[src/rtl/up_sample_stream_if.sv]
// Handshake bundle for up_sample_stream: input sample stream in, 2x upsampled stream out.
interface up_sample_stream_if #(
  parameter int DATA_WIDTH = 16
);
  logic                  in_valid;
  logic                  in_ready;
  logic [DATA_WIDTH-1:0] in_data;
  logic                  out_valid;
  logic                  out_ready;
  logic [DATA_WIDTH-1:0] out_data;
  logic                  out_last;
  logic                  frame_done;

  modport master (
    output in_valid, in_data, out_ready,
    input  in_ready, out_valid, out_data, out_last, frame_done
  );

  modport slave (
    input  in_valid, in_data, out_ready,
    output in_ready, out_valid, out_data, out_last, frame_done
  );
endinterface

[src/rtl/up_sample_stream.sv]
// 2x stream upsampler: each accepted sample is emitted twice (MODE=0) or followed
// by a zero (MODE=1); out_last marks the second copy of sample InputW-1 of a frame.
module up_sample_stream #(
  parameter int DATA_WIDTH = 16,
  parameter int InputW     = 128,
  parameter int MODE       = 0
) (
  input  logic               clk,
  input  logic               rst_n,
  up_sample_stream_if.slave  bus
);

  localparam int CntW = (InputW > 1) ? $clog2(InputW) : 1;

  localparam logic [1:0] EMPTY = 2'd0;
  localparam logic [1:0] PH0   = 2'd1;
  localparam logic [1:0] PH1   = 2'd2;

  logic [1:0]            state;
  logic [DATA_WIDTH-1:0] sample;
  logic [CntW-1:0]       sampleCnt;
  logic                  isLast;
  logic                  frameDone;
  logic                  rstDone;

  logic                  inReady;
  logic                  outValid;
  logic [DATA_WIDTH-1:0] outData;
  logic                  outLast;
  logic                  inXfer;
  logic                  outXfer;

  // rstDone keeps in_ready low until the first edge after reset release
  always_comb begin
    inReady  = 1'b0;
    outValid = 1'b0;
    outData  = sample;
    outLast  = 1'b0;
    case (state)
      EMPTY: inReady = rstDone;
      PH0:   outValid = 1'b1;
      PH1: begin
        outValid = 1'b1;
        inReady  = rstDone & bus.out_ready;
        outLast  = isLast;
        if (MODE == 1) outData = '0;
      end
      default: ;
    endcase
    inXfer  = bus.in_valid & inReady;
    outXfer = outValid & bus.out_ready;
  end

  always_ff @(posedge clk or negedge rst_n) begin
    if (!rst_n) begin
      state     <= EMPTY;
      sample    <= '0;
      sampleCnt <= '0;
      isLast    <= 1'b0;
      frameDone <= 1'b0;
      rstDone   <= 1'b0;
    end else begin
      rstDone   <= 1'b1;
      frameDone <= outXfer & outLast;

      if (inXfer) begin
        sample    <= bus.in_data;
        isLast    <= (sampleCnt == CntW'(InputW - 1));
        sampleCnt <= (sampleCnt == CntW'(InputW - 1)) ? '0 : sampleCnt + 1'b1;
      end

      case (state)
        EMPTY:   if (inXfer) state <= PH0;
        PH0:     if (outXfer) state <= PH1;
        PH1:     if (outXfer) state <= inXfer ? PH0 : EMPTY;
        default: state <= EMPTY;
      endcase
    end
  end

  assign bus.in_ready   = inReady;
  assign bus.out_valid  = outValid;
  assign bus.out_data   = outData;
  assign bus.out_last   = outLast;
  assign bus.frame_done = frameDone;

endmodule

[src/flat_wrapper.sv]
// flat-port wrapper written by rule: the top's interface ports become plain ports
module up_sample_stream_flat 
#(
  parameter int DATA_WIDTH = 16,
  parameter int InputW     = 128,
  parameter int MODE       = 0
)
  (clk, rst_n, bus_in_valid, bus_in_data, bus_out_ready, bus_in_ready, bus_out_valid, bus_out_data, bus_out_last, bus_frame_done);
  up_sample_stream_if #(.DATA_WIDTH(DATA_WIDTH)) bus_i ();
  input  logic clk;
  input  logic rst_n;
  input wire logic [$bits(bus_i.in_valid)-1:0] bus_in_valid;
  input wire logic [$bits(bus_i.in_data)-1:0] bus_in_data;
  input wire logic [$bits(bus_i.out_ready)-1:0] bus_out_ready;
  output wire logic [$bits(bus_i.in_ready)-1:0] bus_in_ready;
  output wire logic [$bits(bus_i.out_valid)-1:0] bus_out_valid;
  output wire logic [$bits(bus_i.out_data)-1:0] bus_out_data;
  output wire logic [$bits(bus_i.out_last)-1:0] bus_out_last;
  output wire logic [$bits(bus_i.frame_done)-1:0] bus_frame_done;
  assign bus_i.in_valid = bus_in_valid;
  assign bus_i.in_data = bus_in_data;
  assign bus_i.out_ready = bus_out_ready;
  assign bus_in_ready = bus_i.in_ready;
  assign bus_out_valid = bus_i.out_valid;
  assign bus_out_data = bus_i.out_data;
  assign bus_out_last = bus_i.out_last;
  assign bus_frame_done = bus_i.frame_done;
  up_sample_stream #(.DATA_WIDTH(DATA_WIDTH), .InputW(InputW), .MODE(MODE)) u_core (.clk(clk), .rst_n(rst_n), .bus(bus_i));
endmodule
[config.mk]
export PLATFORM = sky130hd
export DESIGN_NAME = up_sample_stream_flat
export DESIGN_NICKNAME = d
export VERILOG_FILES = /design/src/rtl/up_sample_stream_if.sv /design/src/rtl/up_sample_stream.sv /design/src/flat_wrapper.sv
export SDC_FILE = /design/constraint.sdc
export NUM_CORES = 1
export LEC_CHECK = 0
export CORE_MARGIN = 5
export CORE_UTILIZATION = 44
export CTS_CLUSTER_DIAMETER = 30
export CTS_CLUSTER_SIZE = 10
export DETAILED_ROUTE_END_ITERATION = 10
export GPL_ROUTABILITY_DRIVEN = 0
export HOLD_SLACK_MARGIN = 0.15
export PLACE_DENSITY = 0.73
export SETUP_SLACK_MARGIN = 0.4
export SLEW_MARGIN = 20
export SYNTH_ARGS = -nofsm -noshare
export SYNTH_HDL_FRONTEND = slang
export SYNTH_SLANG_ARGS = --single-unit
[constraint.sdc]
create_clock -name clk -period 4.4 [get_ports clk]
set_clock_uncertainty 0.1 [all_clocks]
set_input_delay 0.66 -clock clk [delete_from_list [all_inputs] [get_ports clk]]
set_output_delay 0.66 -clock clk [all_outputs]
set_load 0.005 [all_outputs]
==> flow_metrics.py <==
metrics = {
    "status": {
        "outcome": "finished, final reports clean",
    },
    "synthesis": {
        "synth_top_area_cell": "sky130_fd_sc_hd__dfrtp_1",
        "netlist_top_cells_count": "sky130_fd_sc_hd__nand2_1, sky130_fd_sc_hd__dfrtp_1, sky130_fd_sc_hd__ha_1, sky130_fd_sc_hd__o21ai_1, sky130_fd_sc_hd__buf_2",
        "syn-mean-instance-area_um2": 9.35,
        "async_reset_ff_share_pct": 100,
        "synth_top_flop_cell": "sky130_fd_sc_hd__dfrtp_1",
        "synth_area_mm2": 0.00124,
        "mappedNetlistNets": 159,
        "number_of_flops_mapped_to_enable_cells_by_yosys": 0,
        "yosysMostFrequentCell": "sky130_fd_sc_hd__nand2_1",
        "synthDominantCellAreaShare_pct": 56.3,
        "synth.yosys.warnings": 0,
        "synth-seq-cells": 28,
        "netlist_instances": 133,
        "post_synth_num_cell_types": 23,
        "synth_seq_area_share_pct": 56.3,
        "ys_top_cells_by_area": "sky130_fd_sc_hd__dfrtp_1, sky130_fd_sc_hd__nand2_1, sky130_fd_sc_hd__ha_1, sky130_fd_sc_hd__xnor2_1, sky130_fd_sc_hd__o21ai_1",
    },
    "setup_path": {
        "crit-reg2reg-launch": "u_core.state[0]$_DFFE_PN0P_",
        "critical_path.startpoint_type": "primary input",
        "critical_path.slowest_cell": "sky130_fd_sc_hd__clkdlybuf4s50_1",
        "rr_endpoint": "u_core.sampleCnt[4]$_DFFE_PN0P_",
        "critical_path_buf_inv_count": 2,
        "crit_top_cell": "sky130_fd_sc_hd__clkdlybuf4s50_1",
        "worst_path_largest_cell_delay_ps": 530,
        "cp.arrival_ps": 2030,
        "critical_path.endpoint_type": "primary output",
        "crit_path_max_fanout": 4,
        "path_delay_family": "buffers and inverters",
        "timing.critical_path.required_ps": 3640,
        "r2r_slack_ps": 2110,
        "timing.reg2reg.worst_path_depth": 6,
        "critical_path.startpoint": "bus_out_ready",
        "path_class": "in -> out",
        "crit_chain": "clkdlybuf4s50_1, nand2_1, a21boi_0, clkdlybuf4s50_1",
    },
    "clock_network": {
        "postCtsHoldBufs": 0,
        "cts.clk_slew.worst_paths_ps": 140,
        "clock_insertion_delay_worst_skew_ps": 310,
        "clock_tree_from_tritoncts": "done",
        "clockBufferDepth": 2,
        "tritoncts_num_sinks": 28,
        "cts_resized": 0,
        "h-tree-depth": 1,
        "cts_buffers": 3,
        "cts_root_buffer": "sky130_fd_sc_hd__clkbuf_4",
        "post_cts_buffers": 0,
    },
    "final_layout": {
        "final_nets": 200,
        "fillers": 218,
        "diodes": 0,
        "layout.core_utilization_pct": 62.7,
        "area_growth_pct": 37.7,
        "drive_above_1_share_pct": 3.47,
    },
    "global_routing": {
        "grt_max_degree": 24,
        "grt_pass1_vias": 1082,
        "grt_first_pass_wirelength_um": 4760,
        "grt_overflow": 0,
        "grt_antenna_before_repair": 0,
        "globalRouteTotalUtil_pct": 14.4,
    },
    "floorplanning": {
        "dieWidth_um": 63.2,
        "starting_density_of_the_core_pct": 45.5,
        "ios": 40,
        "coreArea_mm2": 0.00273,
        "row_count": 19,
        "die-area_mm2": 0.00399,
        "dieHeight_um": 63.2,
    },
    "run": {
        "cap_violations": 0,
    },
    "pwr": {
        "power-per-cell-area_mw_per_mm2": 570,
        "max-vdd-ir-drop_mv": 0.414,
        "power_leakage_nw": 0.818,
    },
    "route": {
        "drcViolationCount": 0,
        "route.detailed.vias_per_inst": 4.92,
        "drt_first_iter_violations": 39,
        "drt_first_pass_iters": 3,
        "wl_per_cell_um": 12.8,
        "drt_wl_total_um": 2610,
        "drtAntennaViolNets": 0,
        "route.vias.total": 1003,
    },
    "sta": {
        "fin_setup_tns_ps": 0,
        "timing.final.hold_violations": 0,
        "layout_worst_path_cycle_share_pct": 63.4,
        "max_freq_mhz": 358,
        "fin_ws_ps": 1610,
        "worst_slew_margin_rel_pct": 38.5,
        "final_period_minus_worst_setup_slack_ps": 2790,
        "grt_setup_unrepaired": "no",
        "drv_slew": 0,
        "worstMarginPinSlew_ps": 923,
        "setup_viol": 0,
    },
    "place": {
        "detailed_place_hpwl_um": 2020,
        "dp_worst_setup_slack_ps": 1620,
        "port_buffers": 39,
    },
    "worst_hold_path": {
        "hold_end": "u_core.sampleCnt[6]$_DFFE_PN0P_",
        "hold_class": "reg -> reg",
        "min_path_cells": 1,
        "hold_start": "u_core.sampleCnt[6]$_DFFE_PN0P_",
    },
}
[routing by layer]
layer  vias to the layer above  track usage [%]  wire (um)
met5                         -                0          0
met4                         0             2.39          0
met3                         0             5.86        210
met2                        27             25.4       1270
met1                       471             16.4       1120
li1                        505                -          -
[cells by family (layout without fill, tap and decap cells)]
family | count (synthesis) | after routing | synth area share, %
buf+inv | 7 | 47 | 2.52
mux | 3 | 3 | 2.62
fa+ha+maj | 6 | 6 | 6.04
compound gates | 13 | 13 | 6.44
other cells | 1 | 1 | 0.302
xor+xnor | 3 | 3 | 2.11
flops | 28 | 28 | 56.3
simple gates | 72 | 72 | 23.6
[sequential cells by signal, summed over array words and instances (netlist names)]
| name | flops |
|---|---|
| u_core.bus.out_data | 16 |
| u_core.sampleCnt | 7 |
| u_core.state | 2 |
| u_core.bus.frame_done | 1 |
| u_core.isLast | 1 |
| u_core.rstDone | 1 |
[worst max path at each step]
stage,endpoint,slack [ps],depth (start not counted)
floorplan,bus_in_ready,2590,4
global placement,bus_in_ready,1660,4
detailed placement,bus_in_ready,1620,4
CTS,bus_in_ready,1610,4
global route,bus_in_ready,1490,5
finish,bus_in_ready,1610,4
[final cells by class]
class	count	area (um^2)	share of cell area [%]
flip-flops and latches	28	701	40.9
multi-input cells	98	512	29.9
repair buffers	40	398	23.2
well taps	31	38.8	2.26
clock inverters	1	30.0	1.75
clock buffers	3	22.5	1.31
inverters	3	11.3	0.657
[stage by stage]
step                      power [mW]  instance area, um^2  hold slack, ps  cells
after global placement         0.806                 1660             359    200
after detailed placement       0.824                 1660             363    200
after CTS                      0.992                 1710             391    204
final                          0.976                 1710             389    204
after global routing            1.06                 1710             421    204
after floorplan                0.600                 1240             264    133
[cells in the final DEF (no fill, tap or decap)]
master / netlist / routed
sky130_fd_sc_hd__nand2_1: 59 / 59
sky130_fd_sc_hd__clkdlybuf4s50_1: 0 / 39
sky130_fd_sc_hd__dfrtp_1: 28 / 28
sky130_fd_sc_hd__ha_1: 6 / 6
sky130_fd_sc_hd__o21ai_1: 5 / 5
sky130_fd_sc_hd__inv_1: 3 / 3
sky130_fd_sc_hd__nand4_1: 3 / 3
sky130_fd_sc_hd__xnor2_1: 3 / 3
sky130_fd_sc_hd__nand3_1: 3 / 3
sky130_fd_sc_hd__a21oi_1: 3 / 3
sky130_fd_sc_hd__clkbuf_4: 0 / 3
sky130_fd_sc_hd__nor2_1: 2 / 2
sky130_fd_sc_hd__and3_1: 2 / 2
sky130_fd_sc_hd__mux2_1: 2 / 2
sky130_fd_sc_hd__a21boi_0: 1 / 1
sky130_fd_sc_hd__and2_1: 1 / 1
sky130_fd_sc_hd__a21oi_2: 1 / 1
sky130_fd_sc_hd__a21o_1: 1 / 1
sky130_fd_sc_hd__mux2i_1: 1 / 1
sky130_fd_sc_hd__nand2b_1: 1 / 1
sky130_fd_sc_hd__o21bai_1: 1 / 1
sky130_fd_sc_hd__a41oi_1: 1 / 1
sky130_fd_sc_hd__or3_1: 1 / 1
sky130_fd_sc_hd__bufinv_16: 0 / 1
sky130_fd_sc_hd__buf_4: 0 / 1
sky130_fd_sc_hd__conb_1: 1 / 1
[power breakdown]
part	switching [mW]	internal (mW)	leakage, nW
Clock	0.0713	0.0920	0.0279
Sequential	0.0612	0.346	0.355
Combinational	0.178	0.229	0.435
Power figures use the tool's default switching activity.
==> variant: new RTL, config.mk and constraints unchanged <==
`MODE` is set to 0 in 2 places; all go to 1. Comments in the files are not updated.
--- a/src/rtl/up_sample_stream.sv
+++ b/src/rtl/up_sample_stream.sv
@@ -4,5 +4,5 @@
   parameter int DATA_WIDTH = 16,
   parameter int InputW     = 128,
-  parameter int MODE       = 0
+  parameter int MODE       = 1
 ) (
   input  logic               clk,
--- a/src/flat_wrapper.sv
+++ b/src/flat_wrapper.sv
@@ -4,5 +4,5 @@
   parameter int DATA_WIDTH = 16,
   parameter int InputW     = 128,
-  parameter int MODE       = 0
+  parameter int MODE       = 1
 )
   (clk, rst_n, bus_in_valid, bus_in_data, bus_out_ready, bus_in_ready, bus_out_valid, bus_out_data, bus_out_last, bus_frame_done);
Check against the original RTL: not equivalent (a bounded check fails within 4 cycles, from zero or initial values and one cycle with rst_n low).
==> variant against the unedited design <==
Cell area rose by 15%; total power rose by 28%; sequential cell count did not move; worst hold slack barely moved; setup slack got worse by 0.52 ns; count of clock-buffer cells in the layout did not move; synthesized cell count fell by 12%; wire length rose by 14%; synthesized area rose by 20%; largest cell class is now multi-input combinational cells.
==> variant: results (changes against the unedited design) <==
metric;value;unit;change
outcome;finished, final reports clean;;
grt_util_met1;15.0;%;-1.4 points
worstMarginPinSlew;0.826;ns;-0.0971 ns
place_area;0.00191;mm^2;+15%
grt_pass1_wl;4.57;mm;-3.9%
max_stage_delay;0.72;ns;+0.19 ns
startpoint;u_core.state[0]$_DFFE_PN0P_;;
critPathSlowestCell;ha_1;;
first_pass_iters;4;;+1
grt_use_met3;1.97;%;-3.9 points
nNetsFinal;187;;-6.5%
drive_gt1_share;17.7;%;+14 points
synth-seq-area-share;47.1;%;-9.2 points
postSynthCellCount;117;;-12%
drt_iter0_markers;46;;+18%
synth_cell_types;38;;+65%
vdd.ir_drop.worst;0.263;mV;-36%
syn-num-nets;145;;-8.8%
rrSetupSlack;1.90;ns;-0.21 ns
yosysWarnings;0;;unchanged
routedWlPerCell;14.5;um;+14%
reg2reg_to;u_core.sample[14]$_DFFE_PN0P_;;
track_usage;12.9;%;-1.4 points
wl_met2;1.58;mm;+24%
cp_max_fo;21;;+17
ctsResizeCount;0;;unchanged
insertion_delay;0.33;ns;+0.02 ns
grt_pass1_vias;1032;;-4.6%
power_frac_comb;52.4;%;+11 points
synth.top_cells.by_count;dfrtp_1, nor2b_1, mux2_2, ha_1, mux2_4;;
grt_max_degree;29;;+21%
crit_family;adder cells;;
leakage;0.857;nW;+4.8%
dr.max_layer_used;met4;;
hpwl;2.23;mm;+10%
worst-endpoint-arrival;2.55;ns;+0.52 ns
via_per_inst;5.01;;+2.0%
switching_share;32.2;%;+0.44 points
m1WireLength;1.25;mm;+11%
fill_cells;295;;+35%
p_clk;169;uW;+4%
ys_top_cells_by_area;dfrtp_1, mux2_4, mux2_2;;
period_minus_slack;3.31;ns;+0.521 ns
## variant: cell type report
class                      instances  area, um^2  share of cell area [%]
sequential                        28         701                    35.7
timing repair buffer              40         398                    20.3
clock inverter                     1        30.0                    1.53
clock buffer                       3        22.5                    1.15
inverter                           4        15.0                   0.764
tap                               46        57.6                    2.93
multi-input combinational         82         741                    37.7
## variant: worst min-delay path by stage
stage,to,depth (start not counted),slack [ns],from
final,u_core.sampleCnt[6]$_DFFE_PN0P_,1,0.39,u_core.sampleCnt[6]$_DFFE_PN0P_
after global routing,u_core.sampleCnt[6]$_DFFE_PN0P_,1,0.41,u_core.sampleCnt[6]$_DFFE_PN0P_
after CTS,u_core.sampleCnt[6]$_DFFE_PN0P_,1,0.39,u_core.sampleCnt[6]$_DFFE_PN0P_
after detailed placement,u_core.sampleCnt[6]$_DFFE_PN0P_,1,0.37,u_core.sampleCnt[6]$_DFFE_PN0P_
after global placement,u_core.sampleCnt[6]$_DFFE_PN0P_,1,0.36,u_core.sampleCnt[6]$_DFFE_PN0P_
after floorplan,u_core.bus.frame_done$_DFF_PN0_,0,0.26,rst_n
## variant: through the flow
| step | power [mW] | hold WS, ns |
|---|---|---|
| after floorplan | 0.807 | 0.264 |
| after global placement | 1.07 | 0.360 |
| after detailed placement | 1.09 | 0.373 |
| after CTS | 1.26 | 0.393 |
| after global routing | 1.33 | 0.412 |
| final | 1.25 | 0.390 |
## variant: cells by family (layout without fill, tap and decap cells)
family                     after synthesis  after routing  synth area share [%]
and+or+nand+nor                         33             33                  14.4
muxes                                   19             19                  16.3
other                                    1              1                 0.252
AOI/OAI and AO/OA                       18             18                  10.3
adders and majority gates                8              8                  6.73
buffers and inverters                    7             48                  3.11
DFF                                     28             28                  47.1
xor gates and xnor gates                 3              3                  1.77
